`config.mk`:
```
export PLATFORM = sky130hd
export DESIGN_NAME = seg7_scan_ctrl_flat
export DESIGN_NICKNAME = d
export VERILOG_FILES = /design/src/rtl/seg7_bus_if.sv /design/src/rtl/seg7_scan_ctrl.sv /design/src/flat_wrapper.sv
export SDC_FILE = /design/constraint.sdc
export NUM_CORES = 1
export LEC_CHECK = 0
export BUFFER_PORTS_ARGS = -buffer_cell sky130_fd_sc_hd__buf_2
export CORE_MARGIN = 2
export CORE_UTILIZATION = 50
export DETAILED_ROUTE_END_ITERATION = 7
export PLACE_DENSITY = 0.84
export RECOVER_POWER = 50
export SYNTH_ARGS = -nofsm -noshare
export SYNTH_HDL_FRONTEND = slang
export SYNTH_SLANG_ARGS = --single-unit
```
`constraint.sdc`:
```
create_clock -name clk -period 4.3 [get_ports clk]
set_input_delay 0.86 -clock clk [delete_from_list [all_inputs] [get_ports clk]]
set_output_delay 0.86 -clock clk [all_outputs]
set_load 0.01 [all_outputs]
```
`src/rtl/seg7_bus_if.sv`:
```
// rtl/seg7_bus_if.sv - CPU data-bus port of the multiplexed 7-segment controller
interface seg7_bus_if;
    logic        enable;
    logic        rw;
    logic [31:0] addr;
    logic [31:0] data;
    logic [31:0] q;

    modport master (output enable, rw, addr, data, input q);
    modport slave  (input enable, rw, addr, data, output q);
endinterface

```
`src/rtl/seg7_scan_ctrl.sv`:
```
// rtl/seg7_scan_ctrl.sv - register-mapped multiplexed 7-segment scan controller
// Optional blink register and phase counter enabled by SEG7_BLINK_EN.
module seg7_scan_ctrl #(
    parameter logic [31:0] BASE          = 32'h10,
    parameter int          NDIGITS       = 4,
    parameter int          PRESCALE_BITS = 10,
    parameter int          BLINK_BITS    = 6
) (
    input  logic               clk,
    input  logic               reset_n,
    seg7_bus_if.slave          bus,
    output logic [7:0]         seg,
    output logic [NDIGITS-1:0] an
);
    localparam int IDXW = (NDIGITS > 1) ? $clog2(NDIGITS) : 1;
`ifdef SEG7_BLINK_EN
    localparam logic [31:0] NREGS = 32'd5;
`else
    localparam logic [31:0] NREGS = 32'd4;
`endif

    typedef enum logic {SHOW, GAP} state_t;

    logic [4*NDIGITS-1:0] data_reg;
    logic [NDIGITS-1:0]   dp_reg;
    logic [NDIGITS-1:0]   blank_reg;
    logic [NDIGITS-1:0]   dark;
    logic                 run;
    logic [3:0]           bright;
    logic [PRESCALE_BITS-1:0] pre;
    logic [IDXW-1:0]      idx;
    logic [IDXW-1:0]      idx_next;
    state_t               state;
    logic [3:0]           cur_nib;
    logic                 cur_dp;
    logic [31:0]          offset;
    logic [31:0]          rdata;
    logic                 in_range;
    logic                 wr;
    logic                 rd;
    logic                 stop;
    logic                 tick;

    assign offset   = bus.addr - BASE;
    assign in_range = (bus.addr >= BASE) && (offset < NREGS);
    assign wr       = bus.enable && bus.rw && in_range;
    assign rd       = bus.enable && !bus.rw;
    // A CTRL write that clears run takes effect this edge, ahead of any tick.
    assign stop     = !run || (wr && (offset == 32'd3) && !bus.data[0]);
    assign tick     = &pre;
    assign idx_next = (idx == IDXW'(NDIGITS - 1)) ? '0 : idx + 1'b1;

`ifdef SEG7_BLINK_EN
    logic [NDIGITS-1:0]    blink_reg;
    logic [BLINK_BITS-1:0] bcnt;
    logic                  phase;
    assign dark = blank_reg | (phase ? blink_reg : '0);
`else
    assign dark = blank_reg;
`endif

    function automatic logic [6:0] glyph(input logic [3:0] n);
        case (n)
            4'h0: glyph = 7'h40;  4'h1: glyph = 7'h79;
            4'h2: glyph = 7'h24;  4'h3: glyph = 7'h30;
            4'h4: glyph = 7'h19;  4'h5: glyph = 7'h12;
            4'h6: glyph = 7'h02;  4'h7: glyph = 7'h78;
            4'h8: glyph = 7'h00;  4'h9: glyph = 7'h10;
            4'hA: glyph = 7'h08;  4'hB: glyph = 7'h03;
            4'hC: glyph = 7'h46;  4'hD: glyph = 7'h21;
            4'hE: glyph = 7'h06;  default: glyph = 7'h0E;
        endcase
    endfunction

    always_comb begin
        rdata = '0;
        if (in_range) begin
            case (offset[2:0])
                3'd0: rdata[4*NDIGITS-1:0] = data_reg;
                3'd1: rdata[NDIGITS-1:0]   = dp_reg;
                3'd2: rdata[NDIGITS-1:0]   = blank_reg;
                3'd3: rdata[7:0]           = {bright, 3'b000, run};
`ifdef SEG7_BLINK_EN
                3'd4: rdata[NDIGITS-1:0]   = blink_reg;
`endif
                default: rdata = '0;
            endcase
        end
    end

    always_ff @(posedge clk or negedge reset_n) begin
        if (!reset_n) begin
            data_reg  <= '0;
            dp_reg    <= '0;
            blank_reg <= '0;
            run       <= 1'b1;
            bright    <= 4'hF;
            bus.q     <= '0;
`ifdef SEG7_BLINK_EN
            blink_reg <= '0;
`endif
        end else begin
            if (wr) begin
                case (offset[2:0])
                    3'd0: data_reg  <= bus.data[4*NDIGITS-1:0];
                    3'd1: dp_reg    <= bus.data[NDIGITS-1:0];
                    3'd2: blank_reg <= bus.data[NDIGITS-1:0];
                    3'd3: begin
                        run    <= bus.data[0];
                        bright <= bus.data[7:4];
                    end
`ifdef SEG7_BLINK_EN
                    3'd4: blink_reg <= bus.data[NDIGITS-1:0];
`endif
                    default: ;
                endcase
            end
            if (rd) bus.q <= rdata;
        end
    end

    // While stopped, keep digit 0 latched so a restart shows it immediately.
    always_ff @(posedge clk or negedge reset_n) begin
        if (!reset_n) begin
            pre     <= '0;
            idx     <= '0;
            state   <= SHOW;
            cur_nib <= '0;
            cur_dp  <= 1'b0;
            seg     <= 8'hFF;
            an      <= '1;
`ifdef SEG7_BLINK_EN
            bcnt    <= '0;
            phase   <= 1'b0;
`endif
        end else if (stop) begin
            pre     <= '0;
            idx     <= '0;
            state   <= SHOW;
            cur_nib <= data_reg[3:0];
            cur_dp  <= dp_reg[0];
            seg     <= 8'hFF;
            an      <= '1;
        end else begin
            pre <= pre + 1'b1;
            if (tick) begin
`ifdef SEG7_BLINK_EN
                bcnt <= bcnt + 1'b1;
                if (&bcnt) phase <= ~phase;
`endif
                if (state == SHOW) begin
                    state <= GAP;
                end else begin
                    state   <= SHOW;
                    idx     <= idx_next;
                    cur_nib <= data_reg[4*idx_next +: 4];
                    cur_dp  <= dp_reg[idx_next];
                end
            end
            if (state == SHOW && !dark[idx] && pre[PRESCALE_BITS-1 -: 4] <= bright) begin
                seg <= {~cur_dp, glyph(cur_nib)};
                an  <= ~(NDIGITS'(1) << idx);
            end else begin
                seg <= 8'hFF;
                an  <= '1;
            end
        end
    end
endmodule
```
`src/flat_wrapper.sv`:
```
// flat-port wrapper written by rule: the top's interface ports become plain ports
module seg7_scan_ctrl_flat 
#(
    parameter logic [31:0] BASE          = 32'h10,
    parameter int          NDIGITS       = 4,
    parameter int          PRESCALE_BITS = 10,
    parameter int          BLINK_BITS    = 6
)
  (clk, reset_n, seg, an, bus_enable, bus_rw, bus_addr, bus_data, bus_q);
  seg7_bus_if bus_i ();
  input  logic clk;
  input  logic reset_n;
  output logic [7:0] seg;
  output logic [NDIGITS-1:0] an;
  input wire logic [$bits(bus_i.enable)-1:0] bus_enable;
  input wire logic [$bits(bus_i.rw)-1:0] bus_rw;
  input wire logic [$bits(bus_i.addr)-1:0] bus_addr;
  input wire logic [$bits(bus_i.data)-1:0] bus_data;
  output wire logic [$bits(bus_i.q)-1:0] bus_q;
  assign bus_i.enable = bus_enable;
  assign bus_i.rw = bus_rw;
  assign bus_i.addr = bus_addr;
  assign bus_i.data = bus_data;
  assign bus_q = bus_i.q;
  seg7_scan_ctrl #(.BASE(BASE), .NDIGITS(NDIGITS), .PRESCALE_BITS(PRESCALE_BITS), .BLINK_BITS(BLINK_BITS)) u_core (.clk(clk), .reset_n(reset_n), .bus(bus_i), .seg(seg), .an(an));
endmodule
```
==> impl_metrics.toml <==
[outcome]
status = "finished clean"

[detailed_routing]
drt_iter0_markers = 122
ant_nets = 0
avgViaCountPerCell = 5.50
postRouteWirelength_mm = 8.61
drtPass1Iterations = 4
wire_per_inst_microns = 15.4
route.detailed.drc = 0
num_vias = 3076

[logic_synthesis]
synth_edf_count = 0
synthesis.area_sq_mm = 0.00402
synth_top_area_cell = "dfrtp_1"
yosysTopAreaCellShare_pct = 36.1
avgSynthCellArea_sq_um = 10.7
synth-seq-area-share_pct = 47.2
ys_dominant_reg_cell = "dfrtp_1"
synth_compound_area_share_pct = 7.65
synth_top_family_by_area = "multiplexers"
syn_inst = 376
ys_ff_latch = 75
yosys_warnings = 0
yosys.cell_types.count = 39
yosys-top-cells-area = "dfrtp_1 (36%), mux2_2 (11%), dfstp_2 (11%), ha_1 (4.7%), nand2_1 (3.5%)"
synthMuxAreaShare_pct = 16.2
postSynth.asyncResetShare_pct = 100
yosys.cell_count.top_type = "dfrtp_1"
synthSimpleGateAreaFrac_pct = 16.0
synth_xor_area_share_pct = 2.40
synth_common_cells = "dfrtp_1 (58), mux2_2 (40), nand2_1 (37), nor2_1 (24), o21ai_0 (21)"
synthAdderAreaFrac_pct = 4.67

[cells_and_area]
fin_util_pct = 59.7
final_cells = 559
antenna_cells = 0
num-nets-final = 535
syn2layout_area_growth_pct = 15.4
drive_above_1_share_pct = 31.9

[clock_network]
cts_buffer_depth = 2
clk_pin_slew_ns = 0.07
htree_levels = 3
cts_hold_buf = 0
clkSinkCount = 75
post_cts_resized = 0
root_buffer = "clkbuf_8"
cts_inserted_buffers = 9
post_cts_buffers = 0
clk_latency_ns = 0.35
cts_tree = "yes"

[timing]
worst_pin_slew_ns = 1.25
drv_slew = 0
hold_viol_final = 0
fin_crit_ns = 2.86
post-route-period-util_pct = 66.6
clock_skew_ns = 0.0127
fin_tns_setup_ns = 0
max_freq_ghz = 0.349
slew_headroom_pct = 16.4
fin_ws_ns = 1.44
setup_viol = 0
rsz0062_at_grt = "false"

[setup_path]
crit_type = "in2reg"
setup.worst_path.end = "u_core.cur_nib[3]$_DFFE_PN0P_"
critPathMaxStageDelay_ns = 0.55
end_kind = "flip-flop"
crit_slowest_cell = "or4_1"
path_max_fanout = 6
crit_start = "bus_addr[10]"
crit_chain = "buf_2 -> or4_1 -> or3_1 -> or4_4 -> o31ai_4 -> mux2_2"
critPathLaunchType = "input port"
r2r_slack_ns = 1.75
reg2regPathDepth = 3
r2r_start = "u_core.idx[0]$_DFFE_PN0P_"
worstPathArrival_ns = 3.10
r2r_end = "u_core.seg[5]$_DFF_PN1_"
crit_required_ns = 4.54

[grt]
grt-ovfl-total = 0
grt_max_degree = 51
grt_pass1_vias = 2999
grt_usage_pct = 21.5
antenna_found_initial = 0
grt_pass1_wl_mm = 14.7

[placement]
gp_congestion = 0.837
dp_cells = 543
dp_hpwl_mm = 6.46
pre_cts_ws_ns = 1.07
io_buffers = 79

[floorplanning]
start_util_pct = 51.8
die_width_microns = 93.7
dieArea_sq_mm = 0.00878
core_area_sq_mm = 0.00777
rows = 32
io_pins = 112
chipHeight_microns = 93.7

[worst_hold_path]
hp-class = "reg2reg"

[run]
max-cap-violations = 0

[power]
power.static_leakage_uw = 0.00207
p_total_uw = 1370
worst_ir_drop_vdd_mv = 0.250
p_per_area_mw_per_mm2 = 296
worst max-delay path: cells and delay by family:
kind / cells / cell delay [ns]
AO/OA/AOI/OAI: 1 / 0.39
AND/OR/NAND/NOR: 3 / 1.37
buffers and inverters: 1 / 0.10
multiplexers: 1 / 0.39
metal layers:
layer,routed length [microns],track usage [%],share of wire [%],vias to the layer above
met2,4340,36.4,50,90
li1,-,-,-,1462
met3,531,4.65,6.2,14
met4,106,5.92,1.2,0
met1,3630,27.8,42,1510
met5,0,0,0,-
where the power goes:
group          total [uW]  switching [uW]  internal [uW]
clock                 599             259            340
combinational        69.2            45.5           23.7
sequential            706      0.00000182            706
total                1370             304           1070
cells by family after synthesis:
family / after synthesis
AO/OA/AOI/OAI: 47
buffers and inverters: 46
flip-flops: 75
other: 1
AND/OR/NAND/NOR: 126
XOR/XNOR: 11
adder cells (fa/ha/maj): 15
multiplexers: 55
through the flow:
stage	hold slack [ns]	instance area (sq um)
detailed placement	0.464	4440
finish	0.467	4640
CTS	0.478	4660
floorplan	0.410	4080
global route	0.514	4640
global placement	0.457	4440
placed cells by master, fill, tap and decap left out, types with 3 or more instances in the layout:
cell / n
a211oi_1: 4
mux4_2: 4
and4_1: 3
xor2_1: 5
nor4_1: 10
a22o_1: 9
conb_1: 16
clkbuf_8: 10
dfstp_2: 17
buf_4: 3
nand2_1: 37
and3_1: 4
inv_1: 13
dfrtp_1: 58
xnor2_1: 6
nor3_1: 6
mux2i_1: 11
nor2b_1: 6
o21ai_0: 21
a21oi_1: 8
ha_1: 15
mux2_2: 40
nand3_1: 8
clkbuf_1: 16
nor2_1: 24
buf_2: 64
nand2b_1: 3
nand4_1: 16
final cells by class:
type	count	area [sq um]
clock buffers	11	141
fillers	664	3130
inverters	13	48.8
clock inverters	5	76.3
well taps	102	128
multi-input cells	270	1940
repair buffers	83	404
flip-flops and latches	75	1900
worst min path at each step:
stage	from	endpoint	cells after the start
after floorplan	u_core.cur_dp$_DFFE_PN0P_	u_core.seg[7]$_DFF_PN1_	1
after global placement	u_core.cur_dp$_DFFE_PN0P_	u_core.seg[7]$_DFF_PN1_	1
after detailed placement	u_core.bus.q[8]$_DFFE_PN0P_	u_core.bus.q[8]$_DFFE_PN0P_	2
after CTS	u_core.cur_dp$_DFFE_PN0P_	u_core.seg[7]$_DFF_PN1_	1
after global routing	u_core.bus.q[8]$_DFFE_PN0P_	u_core.bus.q[8]$_DFFE_PN0P_	2
final	u_core.cur_dp$_DFFE_PN0P_	u_core.seg[7]$_DFF_PN1_	1
No activity file was read; power rests on OpenSTA's default activity.
